==> src/rtl/edge_capture_pkg.sv <==
// Shared types for the edge capture block: filter FSM states and the event record.
package edge_capture_pkg;

    localparam int unsigned QCNT_W   = 8;
    localparam int unsigned TS_W_MAX = 32;

    typedef enum logic {
        STABLE = 1'b0,
        QUAL   = 1'b1
    } filt_state_t;

    // Widest event record; the block's own TS_W must not exceed TS_W_MAX
    typedef struct packed {
        logic                level;
        logic [TS_W_MAX-1:0] ts;
    } ev_rec_t;

endpackage

==> src/rtl/edge_capture_q_if.sv <==
// Level input, filtered output and event-queue handshake of edge_capture_q.
interface edge_capture_q_if #(
    parameter int unsigned TS_W  = 16,
    parameter int unsigned DEPTH = 8
);
    localparam int unsigned CNT_W = $clog2(DEPTH) + 1;

    logic             in;
    logic             out;
    logic             ev_valid;
    logic             ev_ready;
    logic             ev_level;
    logic [TS_W-1:0]  ev_time;
    logic [CNT_W-1:0] ev_count;
    logic             overflow;

    modport master (
        input  in, ev_ready,
        output out, ev_valid, ev_level, ev_time, ev_count, overflow
    );

    modport slave (
        output in, ev_ready,
        input  out, ev_valid, ev_level, ev_time, ev_count, overflow
    );
endinterface

==> src/rtl/event_fifo.sv <==
// Event queue: DEPTH-entry FIFO with head shown from storage and a sticky drop flag.
module event_fifo #(
    parameter int unsigned W     = 17,
    parameter int unsigned DEPTH = 8
) (
    input  logic                       clk,
    input  logic                       rst,
    input  logic                       i_push,
    input  logic [W-1:0]               i_data,
    input  logic                       i_pop,
    output logic [W-1:0]               o_data,
    output logic                       o_valid,
    output logic [$clog2(DEPTH):0]     o_count,
    output logic                       o_overflow
);
    localparam int unsigned AW = $clog2(DEPTH);
    localparam int unsigned CW = AW + 1;

    logic [W-1:0]  r_mem [DEPTH];
    logic [AW-1:0] r_wr_ptr;
    logic [AW-1:0] r_rd_ptr;
    logic [CW-1:0] r_count;
    logic          r_overflow;

    logic w_full;
    logic w_pop;
    logic w_wr;

    // A pop frees a slot in the same edge, so a full queue can still accept a push
    assign w_full = (r_count == CW'(DEPTH));
    assign w_pop  = i_pop && (r_count != '0);
    assign w_wr   = i_push && (!w_full || w_pop);

    always_ff @(posedge clk) begin
        if (w_wr) begin
            r_mem[r_wr_ptr] <= i_data;
        end
    end

    always_ff @(posedge clk or posedge rst) begin
        if (rst) begin
            r_wr_ptr   <= '0;
            r_rd_ptr   <= '0;
            r_count    <= '0;
            r_overflow <= 1'b0;
        end else begin
            if (w_wr) begin
                r_wr_ptr <= r_wr_ptr + AW'(1);
            end
            if (w_pop) begin
                r_rd_ptr <= r_rd_ptr + AW'(1);
            end
            case ({w_wr, w_pop})
                2'b10:   r_count <= r_count + CW'(1);
                2'b01:   r_count <= r_count - CW'(1);
                default: r_count <= r_count;
            endcase
            if (i_push && w_full && !w_pop) begin
                r_overflow <= 1'b1;
            end
        end
    end

    assign o_data     = r_mem[r_rd_ptr];
    assign o_valid    = (r_count != '0);
    assign o_count    = r_count;
    assign o_overflow = r_overflow;

endmodule

==> src/rtl/edge_capture_q.sv <==
// Synchronizes and debounces an asynchronous level, timestamping each accepted
// change into an event queue.
module edge_capture_q
    import edge_capture_pkg::*;
#(
    parameter int unsigned SYNC_STAGES = 2,
    parameter int unsigned FILT_CYCLES = 4,
    parameter int unsigned TS_W        = 16,
    parameter int unsigned DEPTH       = 8,
    parameter logic        INIT_V      = 1'b0
) (
    input  logic              clk,
    input  logic              rst,
    edge_capture_q_if.master  bus
);
    typedef struct packed {
        logic            level;
        logic [TS_W-1:0] ts;
    } ev_t;

    localparam int unsigned EV_W = $bits(ev_t);

    logic [SYNC_STAGES-1:0] r_sync;
    logic                   w_sin;
    filt_state_t            r_state;
    logic [QCNT_W-1:0]      r_qual_cnt;
    logic                   r_out;
    logic [TS_W-1:0]        r_ts;
    logic [TS_W-1:0]        w_ts_next;
    logic                   w_diff;
    logic                   w_accept;
    ev_t                    w_wr_ev;
    ev_t                    w_head_ev;

    always_ff @(posedge clk or posedge rst) begin
        if (rst) begin
            r_sync <= {SYNC_STAGES{INIT_V}};
        end else begin
            r_sync <= {r_sync[SYNC_STAGES-2:0], bus.in};
        end
    end

    assign w_sin     = r_sync[SYNC_STAGES-1];
    assign w_diff    = (w_sin != r_out);
    assign w_ts_next = r_ts + TS_W'(1);

    always_ff @(posedge clk or posedge rst) begin
        if (rst) begin
            r_ts <= '0;
        end else begin
            r_ts <= w_ts_next;
        end
    end

    // A single-cycle filter accepts straight from STABLE; otherwise QUAL counts to FILT_CYCLES-1
    assign w_accept = w_diff &&
                      (((r_state == STABLE) && (FILT_CYCLES == 1)) ||
                       ((r_state == QUAL) && (r_qual_cnt == QCNT_W'(FILT_CYCLES - 1))));

    always_ff @(posedge clk or posedge rst) begin
        if (rst) begin
            r_state    <= STABLE;
            r_qual_cnt <= '0;
            r_out      <= INIT_V;
        end else begin
            case (r_state)
                STABLE: begin
                    if (w_accept) begin
                        r_out <= w_sin;
                    end else if (w_diff) begin
                        r_state    <= QUAL;
                        r_qual_cnt <= QCNT_W'(1);
                    end
                end
                QUAL: begin
                    if (!w_diff) begin
                        r_state    <= STABLE;
                        r_qual_cnt <= '0;
                    end else if (w_accept) begin
                        r_out      <= w_sin;
                        r_state    <= STABLE;
                        r_qual_cnt <= '0;
                    end else begin
                        r_qual_cnt <= r_qual_cnt + QCNT_W'(1);
                    end
                end
                default: begin
                    r_state    <= STABLE;
                    r_qual_cnt <= '0;
                end
            endcase
        end
    end

    // Timestamp is the counter value in the cycle the new level first appears on out
    assign w_wr_ev = '{level: ~r_out, ts: w_ts_next};

    event_fifo #(
        .W     (EV_W),
        .DEPTH (DEPTH)
    ) u_fifo (
        .clk        (clk),
        .rst        (rst),
        .i_push     (w_accept),
        .i_data     (w_wr_ev),
        .i_pop      (bus.ev_ready),
        .o_data     (w_head_ev),
        .o_valid    (bus.ev_valid),
        .o_count    (bus.ev_count),
        .o_overflow (bus.overflow)
    );

    assign bus.out      = r_out;
    assign bus.ev_level = w_head_ev.level;
    assign bus.ev_time  = w_head_ev.ts;

endmodule

==> src/flat_wrapper.sv <==
// flat-port wrapper written by rule: the top's interface ports become plain ports
module edge_capture_q_flat import edge_capture_pkg::*;
#(
    parameter int unsigned SYNC_STAGES = 2,
    parameter int unsigned FILT_CYCLES = 4,
    parameter int unsigned TS_W        = 16,
    parameter int unsigned DEPTH       = 8,
    parameter logic        INIT_V      = 1'b0
)
  (clk, rst, bus_in, bus_ev_ready, bus_out, bus_ev_valid, bus_ev_level, bus_ev_time, bus_ev_count, bus_overflow);
  edge_capture_q_if #(.TS_W(TS_W), .DEPTH(DEPTH)) bus_i ();
  input  logic clk;
  input  logic rst;
  input wire logic [$bits(bus_i.in)-1:0] bus_in;
  input wire logic [$bits(bus_i.ev_ready)-1:0] bus_ev_ready;
  output wire logic [$bits(bus_i.out)-1:0] bus_out;
  output wire logic [$bits(bus_i.ev_valid)-1:0] bus_ev_valid;
  output wire logic [$bits(bus_i.ev_level)-1:0] bus_ev_level;
  output wire logic [$bits(bus_i.ev_time)-1:0] bus_ev_time;
  output wire logic [$bits(bus_i.ev_count)-1:0] bus_ev_count;
  output wire logic [$bits(bus_i.overflow)-1:0] bus_overflow;
  assign bus_i.in = bus_in;
  assign bus_i.ev_ready = bus_ev_ready;
  assign bus_out = bus_i.out;
  assign bus_ev_valid = bus_i.ev_valid;
  assign bus_ev_level = bus_i.ev_level;
  assign bus_ev_time = bus_i.ev_time;
  assign bus_ev_count = bus_i.ev_count;
  assign bus_overflow = bus_i.overflow;
  edge_capture_q #(.SYNC_STAGES(SYNC_STAGES), .FILT_CYCLES(FILT_CYCLES), .TS_W(TS_W), .DEPTH(DEPTH), .INIT_V(INIT_V)) u_core (.clk(clk), .rst(rst), .bus(bus_i));
endmodule
==> config.mk <==
export PLATFORM = sky130hd
export DESIGN_NAME = edge_capture_q_flat
export DESIGN_NICKNAME = d
export VERILOG_FILES = /design/src/rtl/edge_capture_pkg.sv /design/src/rtl/edge_capture_q_if.sv /design/src/rtl/event_fifo.sv /design/src/rtl/edge_capture_q.sv /design/src/flat_wrapper.sv
export SDC_FILE = /design/constraint.sdc
export NUM_CORES = 1
export LEC_CHECK = 0
export BUFFER_PORTS_ARGS = -buffer_cell sky130_fd_sc_hd__buf_2
export CAP_MARGIN = 0
export CORE_ASPECT_RATIO = 0.8
export CORE_MARGIN = 10
export CORE_UTILIZATION = 45
export CTS_CLUSTER_SIZE = 10
export DETAILED_ROUTE_END_ITERATION = 8
export GPL_ROUTABILITY_DRIVEN = 0
export GPL_TIMING_DRIVEN = 0
export PLACE_DENSITY_LB_ADDON = 0.15
export SKIP_LAST_GASP = 1
export SYNTH_ARGS = -nofsm -noshare
export SYNTH_HDL_FRONTEND = slang
export SYNTH_SLANG_ARGS = --single-unit
==> constraint.sdc <==
create_clock -name clk -period 4.84 [get_ports clk]
set_input_delay 0.484 -clock clk [delete_from_list [all_inputs] [get_ports clk]]
set_output_delay 0.484 -clock clk [all_outputs]
set_load 0.05 [all_outputs]
==> metrics.md <==
| Metric | Value |
|---|---|
| H-tree levels | 4 |
| Cell with the most instances on the worst path | clkbuf_1 |
| GRT Overall Usage | 13.1% |
| Final Max Slew Viols | 0 |
| Num rows | 40 |
| WL/cell | 20.4 um |
| Yosys top cell by area | edfxtp_1 |
| Initial Util | 46.1% |
| VDD IR max | 0.260 mV |
| Worst-Skew Late Latency | 0.42 ns |
| TritonCTS buffer count | 17 |
| Setup crit start kind | flop |
| Worst-Margin Slew | 1.03 ns |
| Top layer in use | met4 |
| CP Data Arrival Time | 2.76 ns |
| Unique masters post-synth | 43 |
| Crit-path max FO | 10 |
| Drt initial violations | 188 |
| Drt first pass iters | 4 |
| Slowest CP cell | clkbuf_1 |
| Die X | 159 um |
| P per Cell Area | 528 nW/um2 |
| Crit end category | output pin |
| Multi-input logic area | 1860 um2 |
| Min cycle time layout | 3.24 ns |
| Final Hold Viols | 0 |
| Vias in the first global route | 3,664 |
| Reg area | 5060 um2 |
| RSZ-0062 raised after global routing | no |
| Post-cts hold buffer count | 0 |
| # diodes | 0 |
| Top cell family by delay on the critical path | buffers and inverters |
| Global-route wire length before repair | 21.2 mm |
| Clk_skew | 0.00771 ns |
| FMAX | 309 MHz |
| Area growth from synthesis to layout | 16.0% |
| WS Path Type | reg2out |
| Die area | 20,900 um2 |
| Setup ws final | 1.60 ns |
| Core area | 15,100 um2 |
| Synthesized cell area | 6970 um2 |
| Leak pwr | 2.72 nW |
| Mapped Cells | 374 |
| Largest net degree at the start of global routing | 40 |
| Post-CTS sizing | 0 |
| Max_slew headroom | 30.8% |
| Height of the die | 131 um |
| Fin area | 8080 um2 |
| Final core occ | 53.5% |
| HPWL after DPL | 8.96 mm |
| Post-CTS setup buffers | 0 |
| Worst Path Required | 4.36 ns |
| Drc violations | 0 |
| Pre-CTS setup slack | 1.90 ns |
| Top_reg_cell synth | edfxtp_1 |
| Routed WL | 13.3 mm |
| Status | completed |
| Placement-stage cell area | 7540 um2 |
| Yosys top cell area share | 58.6% |
| Nets | 441 |
| Post-synth EDFFs | 136 |
| Initial antenna violation count | 0 |
| WL met1 | 6.41 mm |
| Worst-path clk slew | 0.06 ns |
| Layout cells sized above 1 | 33.0% |
| Clock Tree Buf Depth | 2 |
| WL met3 | 354 um |
| Routed wl met2 | 6.47 mm |
| FFs w/ async S/R, synth | 22.3% |
| Syn avg cell area | 18.6 um2 |
| Vias | 3,474 |
| Biggest cell delay along the critical path | 0.64 ns |
| Port buffer count | 27 |
| Max-cap violations | 0 |
| Worst path bufs/invs | 3 |
| Fill count | 1,235 |
| Routed Antenna Nets | 0 |
| Post-synthesis sequential area ratio | 72.6% |
| Min-Delay Path Class | in2reg |
| Synthesized Nets | 383 |
| Top cells by area, synth | edfxtp_1 59%, dfrtp_1 14%, mux4_2 11% |
| Total gr overflow | 0 |
| # IOs | 28 |
| Clk sinks | 175 |
| DR vias/cell | 5.30 |
| Part of the cycle the worst path needs | 66.9% |
| Ys Warns | 0 |
| TritonCTS clock tree | yes |
| Critical path cell sequence | clkbuf_1 -> clkbuf_1 -> mux4_2 -> mux2_2 -> buf_2 |
| #FFs+latches synth | 175 |
| Final setup violating endpoints | 0 |
| Overall power | 4.27 mW |
| Root Driver | clkbuf_16 |
synth_stat cells, types with 2 or more instances:
library cell	instances
a211oi_1	2
buf_2	4
edfxtp_1	136
nand3_1	13
dfrtp_1	39
nand2b_1	3
mux4_2	34
ha_1	5
xor2_1	7
a31oi_1	2
xnor2_1	16
nor3_1	8
nand2_1	19
nand3b_1	2
nor2_1	15
a21o_1	2
and3_2	2
and3_1	3
inv_1	7
o21ai_0	4
mux2i_1	2
a22o_1	3
clkbuf_1	6
a21oi_1	3
mux2_2	19
flip-flops by register name (all words and copies together) (netlist names):
name / flops
u_core.r_ts: 16
u_core.u_fifo.r_wr_ptr: 3
u_core.r_qual_cnt: 8
u_core.r_sync: 2
u_core.u_fifo.r_rd_ptr: 3
u_core.r_state: 1
u_core.bus.out: 1
u_core.u_fifo.r_mem: 136
u_core.u_fifo.o_count: 4
u_core.u_fifo.o_overflow: 1
power breakdown:
| group | internal, mW | switching, mW | total [mW] |
|---|---|---|---|
| Clock | 0.671 | 0.562 | 1.23 |
| Combinational | 0.460 | 0.819 | 1.28 |
| Sequential | 1.68 | 0.0746 | 1.75 |
cells by family (layout without fill, tap and decap cells):
kind of cell             count (synthesis)  in the layout  synth area share, %
buffers and inverters                   18             89                 1.15
flip-flops                             175            175                 72.6
adder cells (fa/ha/maj)                  5              5                0.898
XOR/XNOR                                23             23                 2.89
AO/OA/AOI/OAI                           22             22                 2.28
AND/OR/NAND/NOR                         76             76                 5.80
multiplexers                            55             55                 14.3
per-layer routing:
layer	up-vias	global-route usage, %
met5	-	0
met4	0	4.32
met3	7	3.40
met2	50	20.5
met1	1820	17.6
li1	1597	-
layout by cell type, fill, tap and decap left out, types with 6 or more instances in the layout:
cell type / netlist / routed
xnor2_1: 16 / 16
mux4_2: 34 / 34
mux2_2: 19 / 19
buf_2: 4 / 31
inv_1: 7 / 6
nand2_1: 19 / 19
xor2_1: 7 / 7
nor2_1: 15 / 12
dfrtp_1: 39 / 39
clkbuf_16: 0 / 17
clkbuf_1: 6 / 7
buf_6: 1 / 6
nand3_1: 13 / 13
edfxtp_1: 136 / 136
worst register-to-register path, delay by kind of cell, from the launching register on:
kind	cells	cell delay (ns)
DFF	1	0.41
and+or+nand+nor	4	1.53
buffers and inverters	2	0.46
adders and majority gates	1	0.23
path summary, 6_finish.rpt:
path	from	to	slack, ns	cells after the start
min in group asynchronous	rst	u_core.r_qual_cnt[4]	0.25	2
max	u_core.u_fifo.r_rd_ptr[1]	bus_ev_time[12]	1.60	5
max in group asynchronous	rst	u_core.r_ts[15]	4.04	2
max reg2reg	u_core.r_qual_cnt[0]	u_core.u_fifo.r_mem[0][6]	1.91	7
min	bus_in	u_core.r_sync[0]	0.17	1
min reg2reg	u_core.r_sync[0]	u_core.r_sync[1]	0.35	0
metrics by stage:
step                      setup TNS, ns  hold WS (ns)  cells
after detailed placement              0         0.335    623
after floorplan                       0         0.331    374
after global routing                  0         0.153    655
after global placement            -9.96         0.332    611
final                                 0         0.166    655
after CTS                             0         0.150    655
final cells by class:
| class | count | share of cell area (%) |
|---|---|---|
| flip-flops and latches | 175 | 62.6 |
| multi-input cells | 181 | 23.0 |
| clock buffers | 19 | 5.48 |
| well taps | 210 | 3.25 |
| plain buffers | 11 | 0.666 |
| inverters | 7 | 0.325 |
| repair buffers | 39 | 3.48 |
| clock inverters | 13 | 1.15 |
(Power assumes the default switching activity.)
